## config.mk

```make
export PLATFORM = sky130hd
export DESIGN_NAME = hms_counter
export DESIGN_NICKNAME = d
export VERILOG_FILES = /design/src/rtl/hms_counter.sv
export SDC_FILE = /design/constraint.sdc
export NUM_CORES = 1
export LEC_CHECK = 0
export CAP_MARGIN = 20
export CORE_MARGIN = 2
export CORE_UTILIZATION = 45
export CTS_CLUSTER_SIZE = 28
export DETAILED_ROUTE_END_ITERATION = 8
export PLACE_DENSITY = 0.77
export SYNTH_ARGS = -nofsm -noshare
export SYNTH_HDL_FRONTEND = slang
export SYNTH_SLANG_ARGS = --single-unit
```

## constraint.sdc

```tcl
create_clock -name clk -period 2.1 [get_ports clk]
set_clock_uncertainty 0.2 [all_clocks]
set_input_delay 0.315 -clock clk [delete_from_list [all_inputs] [get_ports clk]]
set_output_delay 0.315 -clock clk [all_outputs]
set_load 0.005 [all_outputs]
```

## src/rtl/hms_counter.sv

```systemverilog
// Time-of-day counter: prescaled seconds/minutes/hours with up/down counting,
// clamped preset load and registered carry/wrap pulses.
module hms_counter #(
    parameter int TICK_DIV = 1,
    parameter int SEC_MOD  = 60,
    parameter int MIN_MOD  = 60,
    parameter int HR_MOD   = 24,
    parameter int SEC_W    = 6,
    parameter int MIN_W    = 6,
    parameter int HR_W     = 5
) (
    input  logic             clk,
    input  logic             rst,
    input  logic             en,
    input  logic             dir,
    input  logic             load,
    input  logic [SEC_W-1:0] ld_sec,
    input  logic [MIN_W-1:0] ld_min,
    input  logic [HR_W-1:0]  ld_hr,
    output logic [SEC_W-1:0] second,
    output logic [MIN_W-1:0] minute,
    output logic [HR_W-1:0]  hour,
    output logic             sec_tick,
    output logic             min_carry,
    output logic             hr_carry,
    output logic             day_wrap,
    output logic             ld_err
);

    localparam int DIV_W = (TICK_DIV > 1) ? $clog2(TICK_DIV) : 1;
    localparam logic [DIV_W-1:0] DIV_LAST = DIV_W'(TICK_DIV - 1);
    localparam logic [SEC_W-1:0] SEC_LAST = SEC_W'(SEC_MOD - 1);
    localparam logic [MIN_W-1:0] MIN_LAST = MIN_W'(MIN_MOD - 1);
    localparam logic [HR_W-1:0]  HR_LAST  = HR_W'(HR_MOD - 1);

    logic [DIV_W-1:0] div_cnt;
    logic             tick;

    logic             sec_wrap, min_wrap, hr_wrap;
    logic [SEC_W-1:0] sec_step;
    logic [MIN_W-1:0] min_step;
    logic [HR_W-1:0]  hr_step;

    logic             sec_bad, min_bad, hr_bad;
    logic [SEC_W-1:0] sec_ld;
    logic [MIN_W-1:0] min_ld;
    logic [HR_W-1:0]  hr_ld;

    assign tick = en && (div_cnt == DIV_LAST);

    // A field "wraps" when it is at the boundary for the current direction;
    // that wrap is the carry/borrow into the next field up.
    always_comb begin
        sec_wrap = dir ? (second == '0) : (second == SEC_LAST);
        min_wrap = dir ? (minute == '0) : (minute == MIN_LAST);
        hr_wrap  = dir ? (hour   == '0) : (hour   == HR_LAST);

        if (sec_wrap)
            sec_step = dir ? SEC_LAST : '0;
        else
            sec_step = dir ? (second - SEC_W'(1)) : (second + SEC_W'(1));

        if (min_wrap)
            min_step = dir ? MIN_LAST : '0;
        else
            min_step = dir ? (minute - MIN_W'(1)) : (minute + MIN_W'(1));

        if (hr_wrap)
            hr_step = dir ? HR_LAST : '0;
        else
            hr_step = dir ? (hour - HR_W'(1)) : (hour + HR_W'(1));
    end

    // Extra bit on the compare so a modulus of exactly 2^W is representable.
    always_comb begin
        sec_bad = {1'b0, ld_sec} >= (SEC_W + 1)'(SEC_MOD);
        min_bad = {1'b0, ld_min} >= (MIN_W + 1)'(MIN_MOD);
        hr_bad  = {1'b0, ld_hr}  >= (HR_W + 1)'(HR_MOD);
        sec_ld  = sec_bad ? SEC_LAST : ld_sec;
        min_ld  = min_bad ? MIN_LAST : ld_min;
        hr_ld   = hr_bad  ? HR_LAST  : ld_hr;
    end

    // NOTE: state uses non-blocking assignments so every register samples
    // pre-edge values; blocking here would let the cascade see updated fields.
    always_ff @(posedge clk) begin
        if (rst) begin
            div_cnt   <= '0;
            second    <= '0;
            minute    <= '0;
            hour      <= '0;
            sec_tick  <= 1'b0;
            min_carry <= 1'b0;
            hr_carry  <= 1'b0;
            day_wrap  <= 1'b0;
            ld_err    <= 1'b0;
        end else if (load) begin
            div_cnt   <= '0;
            second    <= sec_ld;
            minute    <= min_ld;
            hour      <= hr_ld;
            sec_tick  <= 1'b0;
            min_carry <= 1'b0;
            hr_carry  <= 1'b0;
            day_wrap  <= 1'b0;
            ld_err    <= sec_bad || min_bad || hr_bad;
        end else begin
            sec_tick  <= tick;
            min_carry <= tick && sec_wrap;
            hr_carry  <= tick && sec_wrap && min_wrap;
            day_wrap  <= tick && sec_wrap && min_wrap && hr_wrap;
            ld_err    <= 1'b0;

            if (en)
                div_cnt <= tick ? '0 : (div_cnt + DIV_W'(1));

            if (tick) begin
                second <= sec_step;
                if (sec_wrap) begin
                    minute <= min_step;
                    if (min_wrap)
                        hour <= hr_step;
                end
            end
        end
    end

endmodule
```

Word-level counts from Yosys, hierarchy flattened
Index checks and enable logic that the tools add are counted.
{ "word_totals": {"regBits": 23, "latch_bits": 0, "ramBits": 0, "rom_bits": 0, "input_bits": 22, "output_inout_bits": 22, "wordCells": 64, "mem_count": 0} }
{ "classes": {"addsub": 7, "mul": 0, "div_mod_pow": 0, "order_cmp": 3, "eq_ne": 3, "shift": 0, "muxes": 24, "bitwise_logic": 2, "reduce_logical": 16} }
{ "op_table": {"columns": ["cell", "count"], "rows": [
  ["2-to-1 mux 6 bit", 12],
  ["2-to-1 mux 5 bit", 8],
  ["adder 6 x 1 -> 6 bit, second input constant", 2],
  ["equality test 6 bit, second input constant", 2],
  [">= comparator 6 bit, second input constant", 2],
  ["zero test 6 bit", 2],
  ["subtractor 6 x 1 -> 6 bit, second input constant", 2],
  ["nonzero test 2 bit", 3],
  ["adder 5 x 1 -> 5 bit, second input constant", 1],
  ["equality test 5 bit, second input constant", 1],
  [">= comparator 5 bit, second input constant", 1],
  ["zero test 5 bit", 1],
  ["subtractor 5 x 1 -> 5 bit, second input constant", 1],
  ["logical AND 1 bit", 4],
  ["2-to-1 mux 1 bit", 4],
  ["OR reduction 2 bit", 2],
  ["AND reduction 3 bit", 1],
  ["logical OR 1 bit", 2],
  ["NOT 1 bit", 2],
  ["AND reduction 2 bit", 1],
  ["adder 1 bit, second input constant", 1]
]} }

Logic depth before layout (Yosys ltp)
{ "logic_depth": {"word_depth": 7, "depth_mapped": 8, "mapped_depth_nobuf": 7} }

Worst setup path after synthesis
Ideal clock, no wire load.
{ "synth_timing": {"path_type": "flip-flop to flip-flop", "startpoint": "register minute[1]", "endpoint": "register minute[5]", "setup_time_ns": 0.096, "arrival_time_ns": 1.813, "required_ns": 1.804, "path_slack_ns": -0.008, "path_stages_with_launch": 7, "path_buffers": 0, "period_less_slack_ns": 2.108, "cell_sequence": "dfxtp_1 ha_1 a21o_1 a2111oi_0 xnor2_1 a21oi_1 o41ai_2"} }
{ "synth_via": {"elab_chain_cells": 6, "elab_cells_between_ends": 10, "cone_classes": "add/sub (2); eq/ne (1); mux (6); reduce/logical (1)"} }
{ "synth_lines": {"columns": ["item", "line_no", "text"], "rows": [
  ["from (decl)", "21", "output logic [MIN_W-1:0] minute,"],
  ["from (signal assigned)", "100", "minute <= min_ld;"],
  ["from (signal assigned)", "120", "minute <= min_step;"],
  ["adder 6 x 1 -> 6 bit, or another cell as far along", "66", "min_step = dir ? (minute - MIN_W'(1)) : (minute + MIN_W'(1));"],
  ["2-to-1 mux 6 bit or 2-to-1 mux 1 bit (tied branches)", "66, 55", null],
  ["2-to-1 mux 6 bit *", "63", "if (min_wrap)"],
  ["2-to-1 mux 6 bit *", "119", "if (sec_wrap) begin"],
  ["2-to-1 mux 6 bit *", "117", "if (tick) begin"],
  ["2-to-1 mux 6 bit *", "97", "end else if (load) begin"]
]} }
Mark *: on every way between the ends. The rest lies on a longest branch, timed or not. The select of a mux whose other input is x is not followed.
A chain may end at the register's enable or synchronous reset.

Worst setup path in the final report
{ "layout_timing": {"startpoint": "input dir", "endpoint": "register hour[2]"} }
{ "layout_via": {"elab_chain_cells": 6, "elab_cells_between_ends": 13, "cone_classes": "mux (10); reduce/logical (3)"} }
{ "layout_lines": {"columns": ["item", "line_no", "text"], "rows": [
  ["from (decl)", "15", "input logic dir,"],
  ["2-to-1 mux 5 bit, or another cell as far along", "71", "hr_step = dir ? (hour - HR_W'(1)) : (hour + HR_W'(1));"],
  ["2-to-1 mux 5 bit", "68", "if (hr_wrap)"],
  ["2-to-1 mux 5 bit", "121", "if (min_wrap)"],
  ["2-to-1 mux 5 bit", "119", null],
  ["2-to-1 mux 5 bit", "117", null],
  ["2-to-1 mux 5 bit", "97", null],
  ["to (signal assigned)", "101", "hour <= hr_ld;"],
  ["to (signal assigned)", "122", "hour <= hr_step;"],
  ["to (decl)", "22", "output logic [HR_W-1:0] hour,"]
]} }
Parallel ways exist; a longest one is shown, timed or not. The select of a mux whose other input is x is not followed.

==> metrics.md <==
| Metric | Value |
|---|---|
| CP peak stage delay | `350 ps` |
| Pwr/cell area | `539 nW/um^2` |
| All-Layer GR Usage | `25.9%` |
| CP required | `2060 ps` |
| Yosys synthesis warning count | `0` |
| Sw Pwr | `550 uW` |
| Synthesized flop and latch total | `23` |
| Arrival time worst endpoint | `2010 ps` |
| First-pass GRT wire length | `8.94 mm` |
| Reg2reg setup slack | `70 ps` |
| Drt wl/cell | `16.8 um` |
| DR pass1 iterations | `6` |
| FF+latch area | `469 um^2` |
| Die Span Y | `67.3 um` |
| Pre-CTS WS | `-589 ps` |
| Critical path, cell by cell | `dlygate4sd2_1 > buf_6 > buf_12 > and4bb_2 > a41o_1 > o21ai_2 > buf_4 > o21ai_0 > o41ai_2` |
| Vias | `2038` |
| Register clock-pin slew on the reported worst setup and hold paths | `100 ps` |
| Area fraction in compound gates after synthesis | `26.0%` |
| Clk_lat worst skew | `270 ps` |
| Final Max Slew Viols | `0` |
| Reg2Reg Depth | `7` |
| Fill cells | `291` |
| Fmax | `0.486 GHz` |
| Vias in the first global route | `1942` |
| Synth unique cells | `57` |
| Sw Share | `34.9%` |
| HP Class | `reg -> reg` |
| Internal power | `1030 uW` |
| Max Cap Violations | `0` |
| Final instance area | `2920 um^2` |
| Prevailing post-synth register cell | `dfxtp_1` |
| Port Buffers | `43` |
| Hold wc startpoint | `div_cnt` |
| Root Driver | `clkbuf_8` |
| Status | `finished clean` |
| Mean Syn Cell Area | `8.50 um^2` |
| Clk network pwr share | `18.6%` |
| CP Capture Type | `flip-flop` |
| WS Path Type | `in -> reg` |
| Final setup viols | `0` |
| Register area share after synthesis | `25.5%` |
| Relative slew slack | `72.4%` |
| Combinational group share of total power | `48.0%` |
| Placed Area | `2620 um^2` |
| Mux cell area share after synthesis | `0.625%` |
| Hold_buf cts | `0` |
| CP max stage cell | `and4bb_2` |
| TritonCTS Buffers | `3` |
| Leak | `0.00121 uW` |
| Most frequent cells in the layout | `buf_4, clkdlybuf4s50_1, dfxtp_1` |
| Grt ovf | `0` |
| Synth Cell Area | `1800 um^2` |
| Routed wire length | `5.91 mm` |
| Top delay family on crit path | `buffers and inverters` |
| Clock tree from TritonCTS | `done` |
| Area of the multi-input gates | `1450 um^2` |
| # IOs | `44` |
| FF-to-FF Start | `minute[3]` |
| Worst Path Max Fanout | `13` |
| DRC | `0` |
| # diodes | `0` |
| Fin nets | `338` |
| Vias per std cell | `5.81` |
| Fraction of layout cells with a size suffix above 1 | `34.9%` |
| Critical Path Source Type | `input port` |
| H-Tree Depth | `1` |
| # clock sinks | `23` |
| Post-DRT Antenna Nets | `0` |
| Synth Area in XOR/XNOR | `4.37%` |
| Final worst slack | `43.4 ps` |
| Post-synth ARST share | `0%` |
| Syn Inst Count | `212` |
| Reg-to-Reg End | `minute[5]` |
| Die Wd | `67.3 um` |
| Hold depth | `1` |
| Commonest non-fill, non-tap cell in the layout | `buf_4` |
| RSZ-0062 raised after global routing | `yes` |
| Post-synth EDFFs | `0` |
| Simple-Gate Fraction of Synth Area | `27.5%` |
| Area Overhead vs Synth | `62.1%` |
| Syn nets | `248` |
| Core area | `3910 um^2` |
| Worst hold slack | `296 ps` |
| RD Place Congestion | `0.885` |
| Largest net degree at the start of global routing | `24` |
| Post-DP HPWL | `4.09 mm` |
| Finished Core Util | `74.7%` |
| FP Rows | `23` |
| WP buf/inv | `4` |
| Reg power frac | `33.4%` |
| Clk buf depth | `2` |
| DIE AREA | `4530 um^2` |
| Worst-Margin Slew | `410 ps` |
| Initial core utilization | `46.1%` |
| Initial antenna violation count | `0` |
| Adder-Cell Fraction of Synth Area | `11.0%` |
| VDD IR max | `0.242 mV` |
| Hold Violations, Final | `0` |
| Main combinational cell family by area after synthesis | `simple AND/OR/NAND/NOR gates` |
| Tcrit/Tclk final | `97.9%` |
| First DRT Iteration DRCs | `129` |
| Post-route minimum period | `2060 ps` |
| Worst Hold Endpoint | `div_cnt` |
[Yosys cell counts, drive strengths merged (2+ instances only)]
| cell type | count | area share [%] |
|---|---|---|
| ha | 11 | 7.6 |
| and3 | 3 | 1.0 |
| nand3 | 5 | 1.4 |
| a2111oi | 2 | 0.97 |
| and2 | 2 | 0.69 |
| nand3b | 3 | 1.2 |
| o41ai | 4 | 3.6 |
| or2 | 2 | 0.69 |
| nor4b | 2 | 0.97 |
| or3 | 2 | 0.97 |
| inv | 10 | 2.1 |
| o211ai | 3 | 1.2 |
| a211oi | 8 | 3.3 |
| dfxtp | 23 | 26 |
| nor2 | 18 | 3.7 |
| o21ai | 11 | 3.1 |
| nor3b | 2 | 0.83 |
| a21o | 6 | 2.5 |
| a32oi | 3 | 1.5 |
| a221oi | 2 | 0.97 |
| buf | 4 | 1.5 |
| a21oi | 13 | 3.6 |
| and4 | 2 | 0.97 |
| or4b | 2 | 1.3 |
| xor2 | 4 | 1.9 |
| nor2b | 6 | 2.1 |
| fa | 3 | 3.3 |
| nor3 | 12 | 3.6 |
| xnor2 | 5 | 2.4 |
| nand4 | 4 | 1.4 |
| clkbuf | 7 | 1.5 |
| nand2 | 11 | 2.7 |
[per-stage QoR]
stage,cells,power (uW),TNS (ps)
2_1_floorplan,212,853,0
3_3_place_gp,342,1150,-8230
3_5_place_dp,342,1160,-9090
4_1_cts,349,1500,0
5_1_grt,351,1660,-31.5
6_report,351,1580,0
[metal layers]
metal  global-route usage (%)  up-vias  part of all wire (%)
li1                         -      986                     -
met1                     33.4      970                    43
met2                     45.0       73                    51
met3                     1.83        9                   5.1
met4                     9.44        0                   1.7
met5                        0        -                     0
[power by group through the flow]
stage	Clock, uW	Combinational, uW	Sequential, uW
floorplan	0	322	530
global placement	0	619	527
detailed placement	0	634	529
CTS	305	677	519
global route	317	815	532
finish	292	757	526
[kinds of logic (layout without fill, tap and decap cells)]
kind of cell	count (synthesis)	count (layout)
AO/OA/AOI/OAI	62	62
buffers and inverters	21	110
AND/OR/NAND/NOR	82	82
XOR/XNOR	9	9
adder cells (fa/ha/maj)	14	14
flip-flops	23	23
multiplexers	1	1
[cell type report]
type / count / area share, %
Clock buffer: 3 / 1.41
Sequential cell: 23 / 16.1
Tap cell: 50 / 2.14
Multi-Input combinational cell: 168 / 49.5
Inverter: 10 / 1.28
Clock inverter: 1 / 0.171
Timing Repair Buffer: 96 / 29.5
[sequential cells by signal (all words and copies together) (netlist names)]
name and flops:
second 6, day_wrap 1, minute 6, min_carry 1
hr_carry 1, ld_err 1, div_cnt 1, hour 5
sec_tick 1
[repair_timing]
item | in CTS | in global routing
pin swaps | 8 | 23
buffers inserted | 2 | 4
resized for setup | 17 | 31
setup endpoints to repair | 18 | 16
hold endpoints to repair | 0 | 0
cloned | 1 | 0
[worst max path at each step]
stage / start / to / cells after the start
final: dir / hour[2] / 9
after global routing: dir / minute[5] / 8
after CTS: minute[3] / minute[2] / 7
after detailed placement: dir / minute[4] / 9
after global placement: dir / minute[4] / 9
after floorplan: minute[1] / minute[5] / 6
No activity file was read; power rests on OpenSTA's default activity.
